==> config.mk <==
export PLATFORM = sky130hd
export DESIGN_NAME = preset_sequencer
export DESIGN_NICKNAME = d
export VERILOG_FILES = /design/src/rtl/preset_sequencer.sv
export SDC_FILE = /design/constraint.sdc
export NUM_CORES = 1
export LEC_CHECK = 0
export CORE_UTILIZATION = 49
export DETAILED_ROUTE_END_ITERATION = 10
export PLACE_DENSITY = 0.78
export SYNTH_ARGS = -nofsm -noshare
export SYNTH_HDL_FRONTEND = slang
export SYNTH_SLANG_ARGS = --single-unit
==> constraint.sdc <==
create_clock -name clk -period 2.7 [get_ports clk]
set_input_delay 0.54 -clock clk [delete_from_list [all_inputs] [get_ports clk]]
set_output_delay 0.54 -clock clk [all_outputs]
set_load 0.01 [all_outputs]
==> src/rtl/preset_sequencer.sv <==
// Preload sequencer: walks a captured init word bit by bit, pulsing each bit's set or reset line.
// Latency: first pulse appears the cycle after the accepted start; done follows WIDTH*(PULSE+GAP) busy cycles.
// Backpressure: none; start is honoured only in IDLE, and abort returns to IDLE on the next edge.
//
// Ports:
//   clk, rst_n     - clock, asynchronous active-low reset
//   start, abort   - begin a preload (IDLE only) / abandon one in progress (PULSE/GAP only)
//   init_value     - pattern captured on the accepted start edge
//   s_out, r_out   - per-bit set/reset pulses to the flip-flop bank (at most one line high)
//   busy, done     - sequence in progress / one-cycle completion strobe
//   bit_idx        - bit currently being pulsed or gapped
module preset_sequencer #(
  parameter int WIDTH        = 8,
  parameter int PULSE_CYCLES = 2,
  parameter int GAP_CYCLES   = 1,
  parameter int IDX_W        = (WIDTH > 1) ? $clog2(WIDTH) : 1
) (
  input  logic             clk,
  input  logic             rst_n,
  input  logic             start,
  input  logic             abort,
  input  logic [WIDTH-1:0] init_value,
  output logic [WIDTH-1:0] s_out,
  output logic [WIDTH-1:0] r_out,
  output logic             busy,
  output logic             done,
  output logic [IDX_W-1:0] bit_idx
);

  localparam int CNT_MAX = (PULSE_CYCLES > GAP_CYCLES) ? PULSE_CYCLES : GAP_CYCLES;
  localparam int CNT_W   = (CNT_MAX > 1) ? $clog2(CNT_MAX) : 1;
  localparam logic [CNT_W-1:0] P_LAST   = CNT_W'(PULSE_CYCLES - 1);
  localparam logic [CNT_W-1:0] G_LAST   = CNT_W'(GAP_CYCLES - 1);
  localparam logic [IDX_W-1:0] IDX_LAST = IDX_W'(WIDTH - 1);

  typedef enum logic [1:0] {S_IDLE, S_PULSE, S_GAP, S_DONE} state_t;

  state_t           state, state_n;
  logic [WIDTH-1:0] cap, cap_n;
  logic [CNT_W-1:0] cnt, cnt_n;
  logic [IDX_W-1:0] idx_n;
  logic [WIDTH-1:0] onehot, s_n, r_n;
  logic             busy_n, done_n;

  always_ff @(posedge clk or negedge rst_n) begin
    if (!rst_n) begin
      state   <= S_IDLE;
      cap     <= '0;
      cnt     <= '0;
      bit_idx <= '0;
      s_out   <= '0;
      r_out   <= '0;
      busy    <= 1'b0;
      done    <= 1'b0;
    end else begin
      state   <= state_n;
      cap     <= cap_n;
      cnt     <= cnt_n;
      bit_idx <= idx_n;
      s_out   <= s_n;
      r_out   <= r_n;
      busy    <= busy_n;
      done    <= done_n;
    end
  end

  // Outputs are decoded from the *next* state so that every output is a
  // flop, yet the first pulse still lands in the cycle right after start.
  always_comb begin
    state_n = state;
    cap_n   = cap;
    cnt_n   = cnt;
    idx_n   = bit_idx;

    case (state)
      S_IDLE: begin
        if (start) begin
          cap_n   = init_value;
          cnt_n   = '0;
          idx_n   = '0;
          state_n = S_PULSE;
        end
      end
      S_PULSE: begin
        if (abort) begin
          cnt_n   = '0;
          idx_n   = '0;
          state_n = S_IDLE;
        end else if (cnt == P_LAST) begin
          cnt_n   = '0;
          state_n = S_GAP;
        end else begin
          cnt_n = cnt + 1'b1;
        end
      end
      S_GAP: begin
        if (abort) begin
          cnt_n   = '0;
          idx_n   = '0;
          state_n = S_IDLE;
        end else if (cnt == G_LAST) begin
          cnt_n = '0;
          if (bit_idx == IDX_LAST) begin
            idx_n   = '0;
            state_n = S_DONE;
          end else begin
            idx_n   = bit_idx + 1'b1;
            state_n = S_PULSE;
          end
        end else begin
          cnt_n = cnt + 1'b1;
        end
      end
      S_DONE:  state_n = S_IDLE;
      default: state_n = S_IDLE;
    endcase

    onehot        = '0;
    onehot[idx_n] = 1'b1;
    s_n    = (state_n == S_PULSE) ? (onehot &  cap_n) : '0;
    r_n    = (state_n == S_PULSE) ? (onehot & ~cap_n) : '0;
    busy_n = (state_n == S_PULSE) || (state_n == S_GAP);
    done_n = (state_n == S_DONE);
  end

endmodule
Yosys cells after proc, flatten, opt, wreduce, memory -nomap -nowiden
Cells that the tools add are included.
Widths: inputs -> output; s select.
- reduce and logical (&&, ||, !) cells: 5
- $add $sub $neg: 2
- order comparisons: 2
- equal/unequal tests: 8
- bitwise operators: 3
- mux-type cells: 25
- operator list (kind ; count):
    $mux 8 ; 4
    $and 8x8->8 ; 2
    $mux 3 ; 5
    $mux 2 ; 6
    $pmux 3 s3 ; 1
    $eq 2x2->1 const B ; 4
    $not 8->8 ; 1
    $pmux 2 s4 ; 1
    $mux 1 ; 6
    $eq 2x1->1 const B ; 2
    $lt 3x4->1 const B ; 1
    $add 3x1->3 const B ; 1
    $demux 1 s3 ; 1
    $eq 3x3->1 const B ; 1
    $ge 3x1->1 const B ; 1
    $pmux 1 s3 ; 1
    $reduce_bool 3->1 ; 1
    $logic_not 2->1 ; 1
    $ne 2x2->1 const B ; 1
    $reduce_and 2->1 ; 1
    $add 1x1->1 const B ; 1
    $logic_and 1x1->1 ; 1
    $logic_or 1x1->1 ; 1
- flip-flop bits (word level): 32
- logic and storage cells: 53
- input bits: 12
- output and inout bits: 21

Logic depth before layout (Yosys ltp)
- depth in word-level cells: 11
- depth in mapped cells: 10
- gate-level depth less buffers: 9

Worst setup path after synthesis
OpenSTA, ideal clock, no wires.
- path kind: register to register
- from: register state[0]
- to: register r_out[7]
- data required time: 2632 ps
- path slack: 468 ps
- path buffers: 1
- stages on the path, launching flop included: 11
- arrival: 2164 ps
- library setup time: 68 ps
- clock period less this slack: 2232 ps
- cells stage by stage: dfrtp_1 inv_1 ha_1 nor2b_1 a22oi_1 o21ai_1 a22oi_1 ha_1 or3b_1 buf_6 and4b_1
- longest elaborated chain between the ends: 8
- elaborated cells between the ends (all ways): 21
- classes of those cells: 2 x order compare; 4 x eq/ne; 11 x mux; 2 x bitwise; 2 x reduce/logical
- RTL lines (what ; line ; source):
    from (decl) ; 38 ; state_t state, state_n;
    from (signal assigned) ; 56 ; state <= state_n;
    $eq 2x2->1, or another cell as far along ; 75 ; case (state)
    $pmux 3 s3 ; 75 ;
    $lt 3x4->1 (implied by the code) or $ge 3x1->1 (tied branches) ; 119 ; onehot[idx_n] = 1'b1;
    $logic_and 1x1->1 (implied by the code) ; 119 ;
    $mux 1 (implied by the code) ; 119 ;
    $demux 1 s3 ; 119 ;
    $and 8x8->8 ; 121 ; r_n = (state_n == S_PULSE) ? (onehot & ~cap_n) : '0;
    $mux 8 (*) ; 121 ;
    via r_n[7] ; 42 ; logic [WIDTH-1:0] onehot, s_n, r_n;
    to (signal assigned) ; 61 ; r_out <= r_n;
    to (decl) ; 24 ; output logic [WIDTH-1:0] r_out,
Mark *: on every way through the listed nets, which the timed path passes. The rest lies on a longest branch.
A chain may end at the register's enable or synchronous reset.

Final worst setup path
Same ends and word-level chain as after synthesis.

==> results.md <==
- Outcome: finished with violations
- Failing checks: DRC
- CTS tree: built
- Drt via density: 5.52
- Syn. warnings: 0
- Routed wire length per instance: 15.5 um
- Mux contribution to synthesized area: 6.49%
- Hold WC Path Type: flip-flop to flip-flop
- Part of the Yosys area used for sequential elements: 54.0%
- Synth Instances: 115
- GPL Wtd Cong: 0.846
- Crit-path max FO: 8
- Initial core utilization: 52.9%
- Setup CP Type: flip-flop to flip-flop
- Sw Ratio: 33.0%
- Total number of vias: 1015
- # diodes: 0
- Syn_area_per_cell: 12.9 um^2
- Critical path required time: 2970 ps
- Leakage: 0.873 nW
- I/O pins: 33
- RSZ-0062 raised after global routing: false
- Pint: 0.000925 W
- Initial antenna violation count: 0
- Sequential power share: 45.5%
- Slew @ Worst Pin: 663 ps
- DR DRC count: 6
- Clock Sinks: 32
- Worst EP arrival: 2660 ps
- Die width: 57.0 um
- Slew margin rel.: 55.1%
- Logic gate share of total power: 32.8%
- DP Cell Count: 177
- First-pass GRT wire length: 4.80 mm
- Height of the die: 57.0 um
- Pin count of the biggest net entering global routing: 33
- Worst Skew: 8.62 ps
- Critical Path Source: state[0]
- Final ANT Viol Nets: 0
- P per Cell Area: 727 mW/mm^2
- RR Endpoint: r_out[7]
- Library cells used by synthesis: 36
- CTS HTree Levels: 2
- DPL Wire Length: 2.08 mm
- Clock Power Share: 21.7%
- Min Tclk post-route: 2390 ps
- End point of the critical path: r_out[7]
- CP Launch Type: flip-flop
- Non-Filler Instances: 184
- Root Buffer: clkbuf_4
- Vias in the first global route: 1063
- First DRT Iteration DRCs: 19
- Die area: 0.00325 mm^2
- Fraction of the cycle the final worst path needs: 88.4%
- CP max stage delay: 490 ps
- Fmax: 419 MHz
- Max-slew violations: 0
- # rows: 19
- Clock slew at reported path FFs: 90 ps
- Setup violators final: 0
- Switch Pwr: 0.000455 W
- Layout cells sized above 1: 19.6%
- Aggregate global routing overflow: 0
- Slowest cell on crit path: dfrtp_1
- Core box area: 0.00281 mm^2
- Flop-to-flop setup slack: 310 ps
- Syn_nets: 136
- Critical path capture point type: flip-flop
- Simple-Gate Fraction of Synth Area: 19.2%
- Synthesized flop and latch total: 32
- CTS max path bufs: 2
- Final hold viol count: 0
- Cts hold-fix bufs: 0
- Synth Area in Compound Gates: 8.09%
- Worst-skew pair later-pin latency: 340 ps
- Xor/xnor share of the synthesized area: 0%
- Util after Layout: 67.7%
- Worst vdd ir: 0.359 mV
- RR Startpoint: state[0]
- Post-CTS Setup Bufs: 0
- Cell-by-cell trace of the critical path: inv_1, ha_1, nor2b_1, a22oi_1, o21ai_1, a22oi_1, ha_1, or3b_4, and4b_1
- Setup TNS: 0 ps
- Combinational family with the most area after synthesis: simple AND/OR/NAND/NOR gates
- DRT Wirelength: 2.85 mm
- CTS buffer count: 5
- IO buf count: 32
- Final layout net count: 174
- FILL cells: 226
- GRT Overall Usage: 20.1%
- Max-cap violations: 0
- Reg2reg path depth: 9
- Post-Syn Area: 0.00148 mm^2
- PnR Total Power: 0.00138 W
- Synth Area in Adders: 7.59%
- Pre-Repair DR Iteration Count: 9
- Area growth from synthesis to layout: 27.9%
-- layer usage --
layer / up-vias / GRT usage [%] / share of wire (%)
met3: 6 / 6.35 / 4.9
li1: 487 / - / -
met4: 0 / 9.41 / 2.0
met5: - / 0 / 0
met1: 491 / 23.3 / 44
met2: 31 / 33.9 / 49
-- what timing repair did --
action                                  CTS  global route
endpoints found under the hold margin     0             0
endpoints found under the setup margin    0             2
gates resized for setup                   0             1
-- placed cells by master (no fill, tap or decap), types with 3 or more instances in the layout --
cell and instances:
nor2_1 4, nand2_1 4, mux2_2 4, nor3_1 3
clkdlybuf4s50_1 32, o21ai_0 3, inv_1 10, mux2i_1 4
and4b_1 3, dfrtp_1 32, nor4_2 5, nor4b_2 4
clkbuf_4 5, ha_1 9
-- power by group through the flow --
| stage | combinational [W] | sequential [W] | clock [W] |
|---|---|---|---|
| final | 0.000453 | 0.000628 | 0.000300 |
| after global routing | 0.000505 | 0.000640 | 0.000327 |
| after CTS | 0.000453 | 0.000629 | 0.000307 |
| after detailed placement | 0.000452 | 0.000638 | 0 |
| after global placement | 0.000439 | 0.000632 | 0 |
| after floorplan | 0.000300 | 0.000634 | 0 |
-- layout make-up --
type	count	area [um^2]	area share, %
repair buffers	34	335	17.7
multi-input cells	69	617	32.5
clock buffers	7	65.1	3.43
well taps	31	38.8	2.04
inverters	11	41.3	2.18
flip-flops and latches	32	801	42.2
-- how the worst min path moves through the flow --
stage                      end  startpoint  depth (start not counted)  slack [ps]
detailed placement      cap[7]      cap[7]                          2         490
global placement        cap[7]      cap[7]                          2         470
floorplan           bit_idx[0]       rst_n                          0         240
global route            cap[3]      cap[3]                          1         540
finish                  cap[7]      cap[7]                          2         500
CTS                     cap[7]      cap[7]                          2         510
-- Yosys cell counts --
library cell	instances	area, um^2
inv_1	10	37.5
o311ai_1	1	8.76
nor4_2	5	62.6
a2111oi_2	1	15.0
or3_4	1	11.3
ha_1	9	113
nor2_1	4	15.0
nand2_1	4	15.0
or3b_1	1	8.76
mux2_1	1	11.3
buf_2	1	5.00
o21ai_1	2	10.0
o21a_1	1	7.51
nor3_1	3	15.0
a21oi_1	2	10.0
and3_1	1	6.26
nor3b_2	1	12.5
a31oi_1	1	6.26
a22oi_1	2	15.0
nor2b_2	1	8.76
buf_6	2	22.5
mux2_2	4	45.0
and4b_1	3	30.0
mux2i_1	4	40.0
nor4b_2	4	60.1
o21ai_2	1	8.76
dfrtp_1	32	801
and2_1	1	6.26
a21o_1	1	7.51
inv_2	1	3.75
nand3_1	2	10.0
a22o_1	1	8.76
nor2b_1	2	12.5
o21ai_0	3	15.0
o31ai_1	1	7.51
and3_4	1	11.3
-- worst max-delay path: cells and delay by family (launching register included) --
kind                     cells  cell delay, ps
flip-flops                   1             490
AND/OR/NAND/NOR              3             880
buffers and inverters        1             100
adder cells (fa/ha/maj)      2             410
AO/OA/AOI/OAI                3             440
-- flip-flops by register name, indices dropped and copies added (netlist names) --
name	cells
r_out	8
bit_idx	3
cnt	1
state	2
busy	1
done	1
cap	8
s_out	8
-- cell families (layout without fill, tap and decap cells) --
kind of cell | after synthesis | in the layout
AOI/OAI and AO/OA | 17 | 17
adders and majority gates | 9 | 9
buffers and inverters | 14 | 52
DFF | 32 | 32
muxes | 9 | 9
and+or+nand+nor | 34 | 34
-- metrics by stage --
step	setup WS [ps]	hold slack, ps	area (um^2)
6_report	314	503	1900
4_1_cts	202	510	1900
5_1_grt	95.3	540	1900
2_1_floorplan	468	244	1480
3_5_place_dp	229	487	1830
3_3_place_gp	282	474	1830
Power figures use the tool's default switching activity.
